[config.mk]
export PLATFORM = sky130hd
export DESIGN_NAME = jtsdram_bank_fill
export DESIGN_NICKNAME = d
export VERILOG_FILES = /design/src/rtl/jtsdram_bank_fill.sv
export SDC_FILE = /design/constraint.sdc
export NUM_CORES = 1
export LEC_CHECK = 0
export ABC_AREA = 1
export ABC_CLOCK_PERIOD_IN_PS = 4450
export BUFFER_PORTS_ARGS = -buffer_cell sky130_fd_sc_hd__buf_2
export CAP_MARGIN = 20
export CORE_ASPECT_RATIO = 0.8
export CORE_MARGIN = 3
export CORE_UTILIZATION = 51
export CTS_CLUSTER_SIZE = 25
export DETAILED_ROUTE_END_ITERATION = 10
export PLACE_DENSITY = 0.77
export RECOVER_POWER = 100
export SLEW_MARGIN = 20
export SYNTH_ARGS = -nofsm -noshare
export SYNTH_HDL_FRONTEND = slang
export SYNTH_SLANG_ARGS = --single-unit
[constraint.sdc]
create_clock -name clk -period 4.45 [get_ports clk]
set_input_delay 0 -clock clk [delete_from_list [all_inputs] [get_ports clk]]
set_output_delay 0 -clock clk [all_outputs]
set_load 0.05 [all_outputs]
[src/rtl/jtsdram_bank_fill.sv]
// Fills one SDRAM bank with a 16-bit Galois LFSR pattern via the controller's
// wr/ack/rdy handshake, then replays the same sequence on chk_ref for the read-checker.
module jtsdram_bank_fill #(
    parameter int          AW   = 22,
    parameter logic [15:0] SEED = 16'hACE1
) (
    input  logic          clk,
    input  logic          rst_n,
    input  logic          LVBL,
    input  logic          start,
    output logic [AW-1:0] addr,
    output logic          wr,
    output logic [15:0]   din,
    input  logic          ack,
    input  logic          rdy,
    output logic          chk_start,
    input  logic          chk_adv,
    output logic [15:0]   chk_ref,
    output logic          busy,
    output logic          done
);

    typedef enum logic [2:0] {IDLE, REQ, WAIT, HOLD, DONE} state_t;

    state_t        state_q;
    logic [AW-1:0] addr_q;
    logic          wr_q;
    logic [15:0]   din_q;
    logic [15:0]   chk_ref_q;
    logic          chk_start_q;
    logic          busy_q;
    logic          done_q;
    logic          word_done_d;
    logic          last_word_d;

    function automatic logic [15:0] lfsr_step(input logic [15:0] q);
        return {1'b0, q[15:1]} ^ (q[0] ? 16'hB400 : 16'h0000);
    endfunction

    // A word completes on rdy while waiting, or when ack and rdy coincide in REQ.
    always_comb begin
        word_done_d = (state_q == WAIT && rdy) || (state_q == REQ && ack && rdy);
        last_word_d = &addr_q;
    end

    always_ff @(posedge clk or negedge rst_n) begin
        if (!rst_n) begin
            state_q     <= IDLE;
            addr_q      <= '0;
            wr_q        <= 1'b0;
            din_q       <= SEED;
            chk_ref_q   <= SEED;
            chk_start_q <= 1'b0;
            busy_q      <= 1'b0;
            done_q      <= 1'b0;
        end else begin
            chk_start_q <= 1'b0;
            if (chk_adv)
                chk_ref_q <= lfsr_step(chk_ref_q);

            if (start) begin
                state_q <= REQ;
                addr_q  <= '0;
                din_q   <= SEED;
                wr_q    <= 1'b1;
                busy_q  <= 1'b1;
                done_q  <= 1'b0;
            end else if (word_done_d) begin
                wr_q <= 1'b0;
                if (last_word_d) begin
                    // Reload wins over a coincident chk_adv so the checker starts aligned.
                    state_q     <= DONE;
                    busy_q      <= 1'b0;
                    done_q      <= 1'b1;
                    chk_start_q <= 1'b1;
                    chk_ref_q   <= SEED;
                end else begin
                    addr_q  <= addr_q + AW'(1);
                    din_q   <= lfsr_step(din_q);
                    wr_q    <= LVBL;
                    state_q <= LVBL ? REQ : HOLD;
                end
            end else if (state_q == REQ && ack) begin
                wr_q    <= 1'b0;
                state_q <= WAIT;
            end else if (state_q == HOLD && LVBL) begin
                wr_q    <= 1'b1;
                state_q <= REQ;
            end
        end
    end

    assign addr      = addr_q;
    assign wr        = wr_q;
    assign din       = din_q;
    assign chk_ref   = chk_ref_q;
    assign chk_start = chk_start_q;
    assign busy      = busy_q;
    assign done      = done_q;

endmodule

==> impl_metrics.yaml, run 1 <==
sta:
  rsz0062_at_grt: "no"
  fin_skew_ps: 9.50
  tightest_slew_ps: 1370
  post-route-period-util: 0.651
  finalMaxSlewViolations: 0
  setup_viol_count_final: 0
  max_freq_ghz: 0.345
  relSlewSlack: 0.0836
  tns_ps: 0
  finalCriticalPeriod_ps: 2900
  finalHoldViolCount: 0
clock_tree:
  cts_buffers: 9
  cts_tree: "yes"
  clk_latency_ps: 340
  clockBufferDepth: 2
  cts_sinks: 61
  cts_htree_levels: 3
  root_buffer: "clkbuf_8"
  clk_pin_slew_ps: 70
  post-cts-setup-buffer-count: 0
place:
  hpwlAfterDp_um: 5350
  place_area_um2: 3560
  dp_cells: 530
  gp_congestion: 0.904
  io_buffers: 64
detailed_routing:
  wl_per_cell_um: 14.4
  drt_iter0_drc: 198
  vias: 2856
  drt.antenna.violating_nets: 0
  viasPerCell: 5.21
  drtPass1Iterations: 5
  drc: 0
  drt_wl_total_um: 7920
final_layout:
  drive_gt1_frac: 0.107
  layout_commonest_cell: "nand2_1"
  final_net_count: 470
  syn2layout_area_growth_pct: 13.2
  n_fill_cell: 601
  stdcell_area_um2: 3660
  mostFrequentLayoutCells: "nand2_1, clkbuf_1, nor2_1, dfrtp_1, o21ai_0"
  stdcell_count: 548
  fin_util: 0.609
  diodes: 0
floorplan:
  die-area_um2: 7330
  initial_core_util: 0.538
  die_h_um: 77.2
  num_io_pins: 65
  row_count: 25
  die_w_um: 95.0
  core_um2: 6010
yosys:
  syn-cell-area_um2: 3230
  synth_cell_type_count: 33
  synthFlopType: "dfrtp_1"
  synth_area_leaders: "dfrtp_1, nand2_1, dfstp_2"
  synthCells: 398
  synth_top_area_frac: 0.349
  avgSynthCellArea_um2: 8.12
  ys_seq_area_frac: 0.479
  synth_area_leader_cell: "dfrtp_1"
  synth-edff-count: 0
  synth_async_sr_flop_share: 1.00
  postSynthNetCount: 406
  yosys_warnings: 0
  ys_ff_latch: 61
min_path:
  min_delay_path_depth: 3
  holdPathEnd: "chk_ref[2]"
  min_from: "chk_adv"
  min_path_type: "input pin to flop"
global_route:
  grt_antenna_before_repair: 0
  grt_pass1_vias: 2760
  overflow: 0
  gr-usage-all-layers: 0.239
  grt_pass1_wl_um: 13700
  grt_max_degree: 62
setup_path:
  r2r_cells: 10
  critPathTopFamily: "simple AND/OR/NAND/NOR gates"
  cp_slowest_cell: "dfrtp_1"
  reg2reg_slack_ps: 1550
  cp_cell_sequence: "ha_1, nand2_1, nor2_1, nand2_1, nor2_1, nand2_1, nand2_1, nand2_2, nand2_1, o21ai_0"
  start_kind: "flop"
  worst-setup-path-type: "flop to flop"
  worst_r2r_endpoint: "addr[3]"
  cpMostUsedCell: "nand2_1"
  crit_buf_inv: 0
  crit_arrival_ps: 3100
  max_stage_delay_ps: 490
  critical_path.max_fanout: 19
  end_kind: "flop"
  cp.required_ps: 4660
  regToRegStartpoint: "addr[0]"
power_and_ir_drop:
  p_leak_nw: 1.57
  pwr_density_cell_nw_per_um2: 504
  ir_drop_mv: 0.320
  finalPower_mw: 1.84
outcome:
  status: "finished, final reports clean"
run:
  maxCapViolCount: 0
[worst max-delay path by stage]
stage / start / end / slack [ps] / cells after the start
floorplan: addr[0] / chk_ref[12] / 2290 / 10
CTS: addr[0] / addr[18] / 2100 / 8
global route: addr[0] / addr[3] / 1170 / 10
global placement: addr[0] / addr[21] / 2230 / 8
finish: addr[0] / addr[3] / 1550 / 10
detailed placement: addr[0] / addr[18] / 2130 / 8
[logic make-up (layout without fill, tap and decap cells)]
kind of cell | count (synthesis) | count (layout) | synth area share
AOI/OAI and AO/OA | 50 | 50 | 0.0918
xor gates and xnor gates | 11 | 11 | 0.0298
adders and majority gates | 1 | 1 | 0.00387
buffers and inverters | 35 | 104 | 0.0562
DFF | 61 | 61 | 0.479
muxes | 6 | 6 | 0.0186
and+or+nand+nor | 234 | 234 | 0.321
[report_power, final]
part / switching, mW / total (mW) / internal, mW
clock network: 0.218 / 0.564 / 0.347
registers: 0.0757 / 0.741 / 0.666
logic: 0.437 / 0.536 / 0.0994
total: 0.730 / 1.84 / 1.11
[worst reg2reg max path, delay by kind of cell, from the launching register on]
| kind | cells | cell delay (ps) |
|---|---|---|
| flip-flops | 1 | 490 |
| adder cells (fa/ha/maj) | 1 | 280 |
| AND/OR/NAND/NOR | 8 | 1920 |
| AO/OA/AOI/OAI | 1 | 100 |
[synthesized netlist by cell type, types with 6 or more instances]
master,count
nand2_1,132
nor2_1,47
dfrtp_1,45
nand3_1,22
o21ai_0,20
inv_1,19
dfstp_2,16
a21oi_1,11
nand4_1,11
xor2_1,9
a21oi_2,7
o21ai_1,7
buf_6,6
clkbuf_1,6
mux2i_1,6
[metal layers]
layer	up-vias	global-route usage	wire, µm
li1	1418	-	-
met1	1330	0.333	3610
met2	93	0.359	3620
met3	15	0.0578	529
met4	0	0.0879	159
met5	-	0	0
[sequential cells by signal, summed over array words and instances, names as in the netlist]
register   cells
chk_ref       16
addr          22
done           1
din           16
busy           1
chk_start      1
wr             1
state_q        3
[what timing repair did]
| item | CTS | global route |
|---|---|---|
| hold endpoints to repair | 46 | 0 |
| hold buffers | 2 | 0 |
| resized for setup | 0 | 0 |
[through the flow]
step	setup slack, ps	hold WS, ps
after floorplan	2290	-296
after global placement	2230	203
after detailed placement	2130	207
after CTS	2100	46.2
after global routing	1170	86.7
final	1550	51.7
[final cells by class]
cell class                      instances  area, µm²  area share
Clock buffer                           13        159      0.0435
Clock inverter                          3       67.6      0.0185
Sequential cell                        61       1550       0.423
Multi-Input combinational cell        302       1430       0.390
Tap cell                               81        101      0.0277
Timing Repair Buffer                   67        275      0.0753
Inverter                               21       78.8      0.0216
Power figures use the tool's default switching activity.
==> run 2: changes to the inputs <==
- ABC_CLOCK_PERIOD_IN_PS: 4450 -> 3000
- clock period: 4.45 -> 3 ns (I/O delays scaled with it)
==> run 2 against run 1 <==
Against the previous run: setup slack got worse by 970 ps; largest cell class unchanged; power increased by 44%; die area unchanged; critical endpoint is now wr.
==> impl_metrics.yaml, run 2 (synthesis results as in run 1) <==
clock_tree:
  clk_pin_slew_ps: 70
  root_buffer: "clkbuf_8"
  clockBufferDepth: 2
  cts_tree: "yes"
  cts_sinks: 61
  cts_htree_levels: 3
  cts_buffers: 9
  clk_latency_ps: 350
sta:
  finalCriticalPeriod_ps: 2410
  finalMaxSlewViolations: 0
  tns_ps: 0
  finalHoldViolCount: 0
  setup_viol_count_final: 0
  tightest_slew_ps: 1370
  relSlewSlack: 0.0848
  max_freq_ghz: 0.414
  post-route-period-util: 0.804
  rsz0062_at_grt: "no"
  fin_skew_ps: 6.33
floorplan:
  initial_core_util: 0.538
  die_w_um: 95.0
  core_um2: 6010
  die_h_um: 77.2
  die-area_um2: 7330
  num_io_pins: 65
  row_count: 25
final_layout:
  mostFrequentLayoutCells: "nand2_1, clkbuf_1, nor2_1, dfrtp_1, o21ai_0"
  layout_commonest_cell: "nand2_1"
  final_net_count: 471
  stdcell_count: 549
  n_fill_cell: 618
  drive_gt1_frac: 0.107
  largest_reg_flops: 22
  syn2layout_area_growth_pct: 13.7
  diodes: 0
place:
  dp_cells: 531
  hpwlAfterDp_um: 5360
  io_buffers: 64
  gp_congestion: 0.903
global_route:
  grt_max_degree: 47
  grt_pass1_vias: 2565
  grt_pass1_wl_um: 12700
  gr-usage-all-layers: 0.221
  overflow: 0
  grt_antenna_before_repair: 0
detailed_routing:
  drt_wl_total_um: 7670
  drc: 0
  wl_per_cell_um: 14.0
  vias: 2883
  viasPerCell: 5.25
  drt_iter0_drc: 232
  drtPass1Iterations: 4
  drt.antenna.violating_nets: 0
power_and_ir_drop:
  p_leak_nw: 1.64
  pwr_density_cell_nw_per_um2: 724
  ir_drop_mv: 0.396
setup_path:
  critical_path.max_fanout: 12
  worst-setup-path-type: "flop to flop"
  crit_arrival_ps: 2680
  end_kind: "flop"
  cp_slowest_cell: "a21oi_1"
  cp_cell_sequence: "ha_1, nand2_1, nor2_8, nand2_4, nor2_8, a21oi_1, nand2_1, a21oi_1"
  reg2reg_slack_ps: 590
  start_kind: "flop"
  crit_buf_inv: 0
  max_stage_delay_ps: 830
  critPathTopFamily: "compound AO/OA/AOI/OAI gates"
  cp.required_ps: 3270
run:
  maxCapViolCount: 0
min_path:
  min_path_type: "input pin to flop"
outcome:
  status: "finished, final reports clean"
[run 2: final cells by class]
cell class,count,area [µm²],area share
Sequential cell,61,1550,0.421
Multi-Input combinational cell,302,1460,0.397
Timing Repair Buffer,68,282,0.0766
Clock buffer,15,176,0.0480
Tap cell,81,101,0.0276
Inverter,21,78.8,0.0215
Clock inverter,1,30.0,0.00817
[run 2: where the power goes]
| part | internal [mW] | total [mW] | switching [mW] |
|---|---|---|---|
| combinational | 0.147 | 0.790 | 0.644 |
| clock | 0.453 | 0.769 | 0.316 |
| sequential | 0.988 | 1.10 | 0.111 |
[run 2: worst reg2reg max path, stage by stage, from the launching register on]
cell     delay, ps
dfrtp_1        460
ha_1           290
nand2_1        230
nor2_8          70
nand2_4        110
nor2_8          60
a21oi_1        830
nand2_1        120
a21oi_1        170
[run 2: timing repair]
action,4_1_cts,5_1_grt
hold buffers,2,0
buffers inserted,0,0
hold endpoints to repair,36,0
resized for setup,0,0
[run 2: worst paths after layout]
kind | start | to | depth (start not counted)
worst max-delay path | addr[0] | wr | 8
worst min-delay path | chk_adv | chk_ref[2] | 3
worst max register to register | addr[0] | wr | 8
worst min register to register | din[15] | din[15] | 2
max in group asynchronous | rst_n | addr[4] | 3
min in group asynchronous | rst_n | addr[14] | 2
[run 2: routing by layer]
metal  vias up  wire [µm]  track usage
met1      1375       3680        0.315
met2        80       3440        0.328
li1       1416          -            -
met4         0         91       0.0807
met3        12        471       0.0529
met5         -          0            0
[run 2: metrics by stage]
stage	utilization	hold slack [ps]	total power, mW	worst slack (ps)	area, µm²
final	0.612	55.1	2.66	587	3670
after global routing	0.612	89.5	2.79	333	3670
after detailed placement	0.594	238	1.95	697	3560
after CTS	0.631	53.4	2.73	681	3790
after floorplan	-	-296	1.76	836	3230
after global placement	0.594	232	1.93	802	3560
==> run 3: changes to the inputs <==
- ABC_AREA: 1 -> 0
- ABC_CLOCK_PERIOD_IN_PS: 3000 -> 2000
- CORE_UTILIZATION: 51 -> 49
- PLACE_DENSITY: 0.77 -> 0.78
- clock period: 3 -> 2 ns (I/O delays scaled with it)
==> run 3 against run 2 <==
Against the previous run: sequential power grew 52%; cell count shrank 16%; combinational power grew 66%; critical path type unchanged; largest cell class unchanged; sequential share of layout area shrank 1.3 points; register-to-register slack lost 510 ps.
==> impl_metrics.yaml, run 3 <==
yosys:
  netlist_top_cells_count: "dfrtp_1, nand2_1, nor2_1, dfstp_2, mux2i_1"
  syn-cell-area_um2: 3010
  postSynthNetCount: 303
  synth_async_sr_flop_share: 1.00
  avgSynthCellArea_um2: 10.2
  yosys_warnings: 0
  synth.most_common_cell: "dfrtp_1"
  synthCells: 295
  synth_area_leaders: "dfrtp_1, dfstp_2, nand2_1"
  synth_area_leader_cell: "dfrtp_1"
  synth_top_area_frac: 0.374
  synthFlopType: "dfrtp_1"
  synth_cell_type_count: 52
  ys_ff_latch: 61
  synth-edff-count: 0
  ys_seq_area_frac: 0.513
sta:
  relSlewSlack: 0.0150
  finalMaxSlewViolations: 0
  finalHoldViolCount: 0
  hold_ws_ps: 17.4
  setup_viol_count_final: 0
  rsz0062_at_grt: "yes"
  tns_ps: 0
  post-route-period-util: 0.962
  fin_skew_ps: 9.75
  finalCriticalPeriod_ps: 1920
  tightest_slew_ps: 1480
  max_freq_ghz: 0.520
final_layout:
  final_net_count: 388
  stdcell_area_um2: 3840
  largest_reg_flops: 22
  mostFrequentLayoutCells: "clkbuf_1, nand2_1, dfrtp_1, nor2_1, buf_4"
  layout_commonest_cell: "clkbuf_1"
  drive_gt1_frac: 0.294
  fin_util: 0.673
  syn2layout_area_growth_pct: 27.4
  diodes: 0
  n_fill_cell: 468
run:
  maxCapViolCount: 0
power_and_ir_drop:
  pwr-share-clk: 0.318
  p_leak_nw: 1.54
  switching_share: 0.384
  internal_power_mw: 2.69
  finalPower_mw: 4.37
  seqPwrFrac: 0.383
  switchingPower_mw: 1.68
  pwr-share-comb: 0.299
  ir_drop_mv: 0.831
  pwr_density_cell_nw_per_um2: 1140
global_route:
  grt_max_degree: 62
  grt_pass1_vias: 2566
  use_met1: 0.298
  gr-usage-met2: 0.346
  grt_antenna_before_repair: 0
  grt_pass1_wl_um: 12700
  grt_busiest_layer: "met2"
  overflow: 0
  met3_usage: 0.0898
  gr-usage-all-layers: 0.226
floorplan:
  num_io_pins: 65
  initial_core_util: 0.528
  die_h_um: 76.2
  die-area_um2: 7130
  die_w_um: 93.7
  row_count: 24
  core_um2: 5710
outcome:
  status: "finished, final reports clean"
clock_tree:
  clk_latency_ps: 350
  cts_tree: "yes"
  clockBufferDepth: 2
  clk_pin_slew_ps: 70
  cts_sinks: 61
  root_buffer: "clkbuf_8"
  cts_buffers: 9
  cts_htree_levels: 3
setup_path:
  max_stage_delay_ps: 470
  start_kind: "flop"
  crit_arrival_ps: 2150
  worst-setup-path-type: "flop to flop"
  cp_cell_sequence: "ha_4, nand4_1, or4_4, o21ai_4, buf_12, o311ai_1, o41ai_1"
  cp.required_ps: 2220
  critical_path.max_fanout: 24
  end_kind: "flop"
  r2r_cells: 7
  cp_slowest_cell: "or4_4"
min_path:
  min_delay_path_depth: 3
  min_path_type: "input pin to flop"
place:
  hpwlAfterDp_um: 5080
  gp_congestion: 0.875
  io_buffers: 64
  place_area_um2: 3600
detailed_routing:
  drt_iter0_drc: 227
  drt.antenna.violating_nets: 0
  drtPass1Iterations: 4
  drt_wl_total_um: 7450
  vias: 2578
  viasPerCell: 5.57
  drc: 0
  wl_per_cell_um: 16.1
## run 3: changes by cell type after synthesis, moves of 6 or more
cell,change
inv_1,-14
mux2i_1,+7
nand2_1,-89
nand3_1,-12
nor2_1,-23
o21ai_0,-12
o21ai_1,-7
or4_1,+6
xor2_1,-6
## run 3: cell families (layout without fill, tap and decap cells)
kind of cell / Yosys count / count (layout) / share of synthesized area
simple gates: 126 / 126 / 0.208
xor+xnor: 10 / 10 / 0.0291
fa+ha+maj: 1 / 1 / 0.00415
mux: 15 / 15 / 0.0506
flops: 61 / 61 / 0.513
compound gates: 60 / 60 / 0.153
buf+inv: 22 / 112 / 0.0419
## run 3: final timing paths
| check | from | to | slack, ps |
|---|---|---|---|
| worst min register to register | din[11] | din[11] | 510 |
| worst max register to register | addr[1] | addr[5] | 80 |
| worst max-delay path | addr[1] | addr[5] | 80 |
| min in group asynchronous | rst_n | addr[11] | 630 |
| worst min-delay path | start | chk_ref[15] | 20 |
| max in group asynchronous | rst_n | addr[6] | 390 |
## run 3: layout make-up
cell class | count | area, µm² | area share
Inverter | 5 | 18.8 | 0.00489
Sequential cell | 61 | 1570 | 0.408
Multi-Input combinational cell | 212 | 1420 | 0.369
Timing Repair Buffer | 91 | 479 | 0.125
Clock buffer | 11 | 151 | 0.0394
Clock inverter | 5 | 106 | 0.0277
Tap cell | 78 | 97.6 | 0.0254
## run 3: metal layers
metal | up-vias | wire length (µm)
li1 | 1238 | -
met1 | 1247 | 3210
met2 | 85 | 3650
met3 | 8 | 513
met4 | 0 | 75
met5 | - | 0
## run 3: power by group through the flow
stage	Combinational, mW	Sequential, mW	Clock, mW
5_1_grt	1.39	1.71	1.49
3_5_place_dp	1.36	1.69	0
6_report	1.31	1.67	1.39
4_1_cts	1.37	1.67	1.43
3_3_place_gp	1.34	1.68	0
2_1_floorplan	0.387	2.33	0
## run 3: worst max-delay path: cells and delay by family, from the launching register on
kind                       cells  cell delay, ps
and+or+nand+nor                2             580
DFF                            1             390
AOI/OAI and AO/OA              3             470
buffers and inverters          1             210
adders and majority gates      1             160
## run 3: timing repair
item                                    4_1_cts  5_1_grt
endpoints found under the setup margin        0       32
endpoints found under the hold margin        46        0
hold buffers                                  2        0
gates resized for setup                       0        9
setup buffers                                 0        0
## run 3: stage by stage
stage / worst slack, ps / instances
after floorplan: -60.1 / 295
after global placement: 82.5 / 445
after detailed placement: 24.3 / 445
after CTS: 6.11 / 463
after global routing: -27.2 / 463
final: 75.7 / 463
